$ cat src/rtl/mio_bus_arb.sv
// Two-master round-robin bus arbiter with bounded bursts, one-cycle acks and captured read data.
// Optional feature macro: MIO_ARB_LOCK_EN adds m0_lock/m1_lock to hold a grant past BURST_MAX.
module mio_bus_arb #(
  parameter int unsigned BURST_MAX = 4
) (
  input  logic        clk,
  input  logic        rst,
  input  logic        m0_req,
  input  logic [31:0] m0_addr,
  input  logic        m0_we,
  input  logic [31:0] m0_wdata,
  input  logic        m1_req,
  input  logic [31:0] m1_addr,
  input  logic        m1_we,
  input  logic [31:0] m1_wdata,
`ifdef MIO_ARB_LOCK_EN
  input  logic        m0_lock,
  input  logic        m1_lock,
`endif
  output logic        m0_gnt,
  output logic        m1_gnt,
  output logic        m0_ack,
  output logic        m1_ack,
  output logic [31:0] m0_rdata,
  output logic [31:0] m1_rdata,
  output logic [31:0] bus_addr,
  output logic        bus_we,
  output logic [31:0] bus_wdata,
  input  logic [31:0] bus_rdata,
  output logic        busy
);

  localparam int unsigned CNT_W  = 4;
  localparam int unsigned DATA_W = 32;

  typedef enum logic [1:0] {IDLE, GNT0, GNT1} state_e;

  state_e              state_q, state_d;
  logic [CNT_W-1:0]    cnt_q, cnt_d;
  logic                last_q, last_d;
  logic                gnt0_q, gnt1_q, busy_q;
  logic                ack0_q, ack0_d, ack1_q, ack1_d;
  logic [DATA_W-1:0]   rdata0_q, rdata0_d, rdata1_q, rdata1_d;
  logic                cur_req_c, oth_req_c, lock_c, limit_c;

  // Next-state, burst accounting and combinational bus mux.
  always_comb begin
    state_d   = state_q;
    cnt_d     = cnt_q;
    last_d    = last_q;
    ack0_d    = 1'b0;
    ack1_d    = 1'b0;
    rdata0_d  = rdata0_q;
    rdata1_d  = rdata1_q;
    bus_addr  = '0;
    bus_wdata = '0;
    bus_we    = 1'b0;
    cur_req_c = 1'b0;
    oth_req_c = 1'b0;
    lock_c    = 1'b0;

    case (state_q)
      GNT0: begin
        cur_req_c = m0_req;
        oth_req_c = m1_req;
        bus_addr  = m0_addr;
        bus_wdata = m0_wdata;
        bus_we    = m0_we & m0_req;
        ack0_d    = m0_req;
        if (m0_req) rdata0_d = bus_rdata;
`ifdef MIO_ARB_LOCK_EN
        lock_c    = m0_lock;
`endif
      end
      GNT1: begin
        cur_req_c = m1_req;
        oth_req_c = m0_req;
        bus_addr  = m1_addr;
        bus_wdata = m1_wdata;
        bus_we    = m1_we & m1_req;
        ack1_d    = m1_req;
        if (m1_req) rdata1_d = bus_rdata;
`ifdef MIO_ARB_LOCK_EN
        lock_c    = m1_lock;
`endif
      end
      default: ;
    endcase

    // The transfer in progress is the one that reaches the burst limit.
    limit_c = (cnt_q >= CNT_W'(BURST_MAX - 1)) && !lock_c;

    case (state_q)
      IDLE: begin
        cnt_d = '0;
        if (m0_req && (!m1_req || last_q)) state_d = GNT0;
        else if (m1_req)                   state_d = GNT1;
      end
      GNT0, GNT1: begin
        if (cur_req_c && !limit_c) begin
          cnt_d = (cnt_q == '1) ? cnt_q : cnt_q + CNT_W'(1);
        end else begin
          cnt_d = '0;
          if (oth_req_c)       state_d = (state_q == GNT0) ? GNT1 : GNT0;
          else if (!cur_req_c) state_d = IDLE;
        end
      end
      default: begin
        state_d = IDLE;
        cnt_d   = '0;
      end
    endcase

    if (state_d == GNT0) last_d = 1'b0;
    if (state_d == GNT1) last_d = 1'b1;
  end

  always_ff @(posedge clk) begin
    if (rst) begin
      state_q  <= IDLE;
      cnt_q    <= '0;
      last_q   <= 1'b1;
      gnt0_q   <= 1'b0;
      gnt1_q   <= 1'b0;
      busy_q   <= 1'b0;
      ack0_q   <= 1'b0;
      ack1_q   <= 1'b0;
      rdata0_q <= '0;
      rdata1_q <= '0;
    end else begin
      state_q  <= state_d;
      cnt_q    <= cnt_d;
      last_q   <= last_d;
      gnt0_q   <= (state_d == GNT0);
      gnt1_q   <= (state_d == GNT1);
      busy_q   <= (state_d != IDLE);
      ack0_q   <= ack0_d;
      ack1_q   <= ack1_d;
      rdata0_q <= rdata0_d;
      rdata1_q <= rdata1_d;
    end
  end

  assign m0_gnt   = gnt0_q;
  assign m1_gnt   = gnt1_q;
  assign busy     = busy_q;
  assign m0_ack   = ack0_q;
  assign m1_ack   = ack1_q;
  assign m0_rdata = rdata0_q;
  assign m1_rdata = rdata1_q;

endmodule

$ cat config.mk
export PLATFORM = sky130hd
export DESIGN_NAME = mio_bus_arb
export DESIGN_NICKNAME = d
export VERILOG_FILES = /design/src/rtl/mio_bus_arb.sv
export SDC_FILE = /design/constraint.sdc
export NUM_CORES = 1
export LEC_CHECK = 0
export CAP_MARGIN = 25
export CORE_AREA = 2 2 117 119
export CTS_CLUSTER_DIAMETER = 150
export DETAILED_ROUTE_END_ITERATION = 6
export DIE_AREA = 0 0 119 121
export GPL_TIMING_DRIVEN = 0
export PLACE_DENSITY = 0.72
export SLEW_MARGIN = 10
export SYNTH_ARGS = -nofsm -noshare
export SYNTH_HDL_FRONTEND = slang
export SYNTH_SLANG_ARGS = --single-unit
$ cat constraint.sdc
create_clock -name clk -period 5.4 [get_ports clk]
set_input_delay 0.81 -clock clk [delete_from_list [all_inputs] [get_ports clk]]
set_output_delay 0.81 -clock clk [all_outputs]
set_load 0.01 [all_outputs]
# ---- Yosys cells after proc, flatten, opt, wreduce, memory -nomap -nowiden
# Cells that the tools add are included.
dict set report op_classes {
  n_addsub 1
  magnitude_cmp 1
  eq_ne 5
  n_mux 12
  bitwise 6
  n_reduce_logical 14
}
# operator count
set ops {}
lappend ops {{case mux 32 bit (2 select lines)} 2}
lappend ops {{2-to-1 mux 2 bit} 6}
lappend ops {{OR reduction 2 bit} 4}
lappend ops {{case mux 1 bit (2 select lines)} 3}
lappend ops {{adder 4 x 1 -> 4 bit (second input constant)} 1}
lappend ops {{equality test 2 x 1 -> 1 bit (second input constant)} 2}
lappend ops {{equality test 2 bit (second input constant)} 2}
lappend ops {{equality test 4 bit (second input constant)} 1}
lappend ops {{>= comparator 4 x 2 -> 1 bit (second input constant)} 1}
lappend ops {{NOT 1 bit} 4}
lappend ops {{case mux 2 bit (2 select lines)} 1}
lappend ops {{AND reduction 2 bit} 2}
lappend ops {{OR reduction 3 bit} 1}
lappend ops {{AND 1 bit} 2}
lappend ops {{logical AND 1 bit} 2}
lappend ops {{logical NOT 1 bit} 2}
lappend ops {{logical NOT 2 bit} 1}
lappend ops {{nonzero test 2 bit} 1}
lappend ops {{logical OR 1 bit} 1}
dict set report totals {
  ff_bits 76
  in_bits 166
  output_inout_bits 134
  elab_cells 49
}

# ---- Longest topological paths before layout
dict set report depth {
  depth_word 8
  mapped_depth 8
  depth_no_buf 7
}

# ---- Worst setup path before layout
# OpenSTA, ideal clock, no wires.
dict set report synth_path {
  kind {register to output}
  from {register state_q[0]}
  to {output port bus_addr[10]}
  arrival_time_ns 1.628
  required_ns 4.590
  path_slack_ns 2.962
  stages_incl_launch_ff 7
  path_buffers 3
  cell_sequence {dfxtp_1 > inv_1 > ha_1 > clkbuf_1 > clkbuf_1 > clkbuf_1 > nor2b_1}
}
dict set report synth_between {
  elab_chain_len 2
  word_cells_on_any_way 3
  classes_between {2 x eq/ne; 1 x mux}
}
# item line
set synth_rtl {}
lappend synth_rtl {{start: declaration} 38} ;# state_e state_q, state_d;
lappend synth_rtl {{start signal: assignment} 131} ;# state_q <= state_d;
lappend synth_rtl {{equality test 2 bit / equality test 2 x 1 -> 1 bit (equally long branches)} 62} ;# case (state_q)
lappend synth_rtl {{case mux 32 bit (2 select lines) (*)} 62}
lappend synth_rtl {{end: declaration} 26} ;# output logic [31:0] bus_addr,
# Mark *: on every way between the ends. The rest lies on a longest branch, timed or not.

# ---- Final worst setup path
dict set report layout_path {
  from {register state_q[0]}
  to {output port bus_addr[8]}
}
# Same word-level chain as after synthesis.

==> impl_metrics.env <==
export IMPL_post_synth_inst_count=496
export IMPL_cp_cell_sequence="inv_1, ha_1, clkbuf_1, clkbuf_1, clkbuf_1, nor2b_1, clkdlybuf4s50_1"
export IMPL_critical_path_top_delay_family="buffers and inverters"
export IMPL_placementRows=42
export IMPL_routed_wire_length_per_instance_um=17.1
export IMPL_fmax_mhz=259
export IMPL_wl_um=16800
export IMPL_maxCapViolCount=0
export IMPL_worstSetupEndpointType="primary output"
export IMPL_intPower_mw=1.38
export IMPL_boundaryPins=300
export IMPL_average_footprint_of_a_synthesized_cell_sq_um=7.64
export IMPL_holdBufCountCts=0
export IMPL_worst_setup_path_type="reg -> out"
export IMPL_cp_start_kind="flip-flop"
export IMPL_avgViaCountPerCell=4.86
export IMPL_clkPwrFrac=0.339
export IMPL_yosys_area_top_type="sky130_fd_sc_hd__dfxtp_1"
export IMPL_clock_tree_from_tritoncts="built"
export IMPL_outcome="complete, no violations"
export IMPL_floorplan_core_area_sq_um=13100
export IMPL_antennaDiodeCount=0
export IMPL_fp_dieH_um=121
export IMPL_muxShareOfSynthArea=0
export IMPL_share_seq_of_total_power=0.317
export IMPL_cellLeakagePower_nw=2.42
export IMPL_synth_enable_flop_cells=0
export IMPL_drive_gt1_frac=0.0284
export IMPL_power_per_cell_area_nw_per_um2=266
export IMPL_report_final_slew_viol_count=0
export IMPL_placedCellCount=969
export IMPL_antenna_violations_before_repair=0
export IMPL_syn2layout_area_growth_pct=92.9
export IMPL_r2r_slack_ns=3.03
export IMPL_first_global_vias=4640
export IMPL_rsz0062_at_grt="false"
export IMPL_timing_setup_tns_ns=0
export IMPL_path_max_fanout=10
export IMPL_cts_num_sinks=76
export IMPL_cts_repair_resized=0
export IMPL_gr_usage_all_layers=0.223
export IMPL_syn_area_sq_um=3790
export IMPL_met2_wirelength_um=8180
export IMPL_final_period_utilization=0.715
export IMPL_ys_warn_count=0
export IMPL_postCtsSetupBuffers=0
export IMPL_pre_cts_slack_ns=1.90
export IMPL_post_route_worst_setup_slack_ns=1.54
export IMPL_detail_route_wirelength_met1_um=7080
export IMPL_total_global_routing_overflow=0
export IMPL_synth_top_flop_cell="sky130_fd_sc_hd__dfxtp_1"
export IMPL_synthTopCellsByArea="sky130_fd_sc_hd__dfxtp_1, sky130_fd_sc_hd__nand2_1, sky130_fd_sc_hd__a22oi_1"
export IMPL_hpwlAfterDp_um=13500
export IMPL_timing_critical_path_mode_cell="sky130_fd_sc_hd__clkbuf_1"
export IMPL_cp_slowest_stage_delay_ns=0.59
export IMPL_worst_hold_path_type="reg -> reg"
export IMPL_async_flop_share=0
export IMPL_dominant_combinational_cell_family_by_area_after_synthesis="simple AND/OR/NAND/NOR gates"
export IMPL_setup_viol_count_final=0
export IMPL_synth_adder_area_share=0.0165
export IMPL_clock_insertion_delay_worst_skew_ns=0.33
export IMPL_synthesized_area_fraction_occupied_by_xor_and_xnor_cells=0
export IMPL_synth_seq_cells=76
export IMPL_worst_endpoint_arrival_ns=3.05
export IMPL_detailroute_via_count=4787
export IMPL_path_clk_slew_ns=0.06
export IMPL_worst_slew_pin_slew_ns=0.593
export IMPL_clock_path_buffers=2
export IMPL_post_synth_top_area_fraction=0.402
export IMPL_synth_compound_area_share=0.254
export IMPL_clock_tree_htree_level_count=3
export IMPL_skew_ns=0.00650
export IMPL_netSwitchingFraction=0.291
export IMPL_die_w_um=119
export IMPL_yosys_cell_types_count=37
export IMPL_total_switching_power_mw=0.566
export IMPL_critical_path_rt_ns=4.59
export IMPL_place_gp_congestion=0.895
export IMPL_sequential_share_of_the_synthesized_area=0.402
export IMPL_master_of_the_slowest_instance_on_the_critical_path="sky130_fd_sc_hd__clkdlybuf4s50_1"
export IMPL_yosys_cell_count_top_type="sky130_fd_sc_hd__nand2_1"
export IMPL_top_layer_used="met4"
export IMPL_number_of_port_buffers=296
export IMPL_grt_first_pass_wirelength_um=25300
export IMPL_grt_start_max_net_pins=15
export IMPL_ctsRootBufferMaster="sky130_fd_sc_hd__clkbuf_16"
export IMPL_worstPathBufferInverterCount=5
export IMPL_post_synth_and_or_nand_nor_area_fraction=0.275
export IMPL_vdd_ir_drop_worst_uv=200
export IMPL_postRouteAntennaNets=0
export IMPL_routed_wl_met3_um=1240
export IMPL_dr_pass1_iters=5
export IMPL_final_non_filler_cell_total=985
export IMPL_die_area_sq_um=14400
export IMPL_logic_pwr_share=0.345
export IMPL_hold_viol_final=0
export IMPL_nets=975
export IMPL_slew_hr=0.605
export IMPL_drt_initial_drc_count=292
export IMPL_tritoncts_num_buffers=9
export IMPL_drcViolationCount=0
export IMPL_synth_commonest_cells="sky130_fd_sc_hd__nand2_1, sky130_fd_sc_hd__dfxtp_1, sky130_fd_sc_hd__a21oi_1"
export IMPL_floorplan_initialDensity=0.289
export IMPL_final_min_clock_period_ns=3.86
-- metrics by stage --
step / hold slack, ns / instance area (sq um) / total power, mW / utilization
after floorplan: 0.405 / 3790 / 0.944 / -
after global placement: 0.414 / 6970 / 1.28 / 0.533
after detailed placement: 0.426 / 6970 / 1.30 / 0.533
after CTS: 0.438 / 7310 / 1.96 / 0.558
after global routing: 0.451 / 7310 / 2.03 / 0.558
final: 0.437 / 7310 / 1.94 / 0.558
-- power by group through the flow --
stage	combinational [mW]	sequential, mW	clock [mW]
CTS	0.672	0.616	0.670
global route	0.722	0.619	0.689
finish	0.670	0.616	0.658
floorplan	0.305	0.639	0
detailed placement	0.668	0.627	0
global placement	0.653	0.626	0
-- routing by layer --
| metal | GRT usage | vias to the layer above |
|---|---|---|
| li1 | - | 2313 |
| met1 | 0.278 | 2248 |
| met2 | 0.379 | 202 |
| met3 | 0.0616 | 24 |
| met4 | 0.0603 | 0 |
| met5 | 0 | - |
-- sequential cells by signal (all words and copies together) (netlist names) --
signal	flops
m1_rdata	32
state_q	2
m0_gnt	1
last_q	1
busy	1
m1_ack	1
cnt_q	4
m0_rdata	32
m0_ack	1
m1_gnt	1
-- worst register-to-register path: stages (launching register included) --
cell	delay (ns)
sky130_fd_sc_hd__dfxtp_1	0.45
sky130_fd_sc_hd__inv_1	0.11
sky130_fd_sc_hd__ha_1	0.29
sky130_fd_sc_hd__clkbuf_1	0.30
sky130_fd_sc_hd__nand2_1	0.09
sky130_fd_sc_hd__o32ai_1	0.53
sky130_fd_sc_hd__o31ai_1	0.14
sky130_fd_sc_hd__a221oi_1	0.26
sky130_fd_sc_hd__o21bai_1	0.09
-- layout make-up --
type	instances	area, sq um
flip-flops and latches	76	1520
clock buffers	10	239
plain buffers	47	183
well taps	176	220
multi-input cells	370	2070
inverters	4	15.0
clock inverters	6	93.8
fillers	1178	5780
repair buffers	296	2960
-- path summary, 6_finish.rpt --
kind                            startpoint           to  cells past startpoint
worst min register to register    cnt_q[0]     cnt_q[0]                      1
worst max register to register  state_q[0]       last_q                      8
worst min-delay path              cnt_q[0]     cnt_q[0]                      1
worst max-delay path            state_q[0]  bus_addr[8]                      7
-- cell usage in the layout, fill, tap and decap left out, types with 3 or more instances in the layout --
cell type,instances
sky130_fd_sc_hd__nand2_1,132
sky130_fd_sc_hd__and2_1,3
sky130_fd_sc_hd__inv_1,4
sky130_fd_sc_hd__ha_1,5
sky130_fd_sc_hd__clkdlybuf4s50_1,296
sky130_fd_sc_hd__nor3_1,3
sky130_fd_sc_hd__nor2b_1,65
sky130_fd_sc_hd__a22oi_1,65
sky130_fd_sc_hd__buf_1,8
sky130_fd_sc_hd__clkbuf_1,36
sky130_fd_sc_hd__a21oi_1,67
sky130_fd_sc_hd__clkbuf_16,9
sky130_fd_sc_hd__dfxtp_1,76
-- kinds of logic (layout without fill, tap and decap cells) --
kind of cell	count (synthesis)	after routing
simple gates	215	215
other cells	1	2
flops	76	76
buf+inv	51	363
compound gates	148	148
fa+ha+maj	5	5
Power figures use the tool's default switching activity.
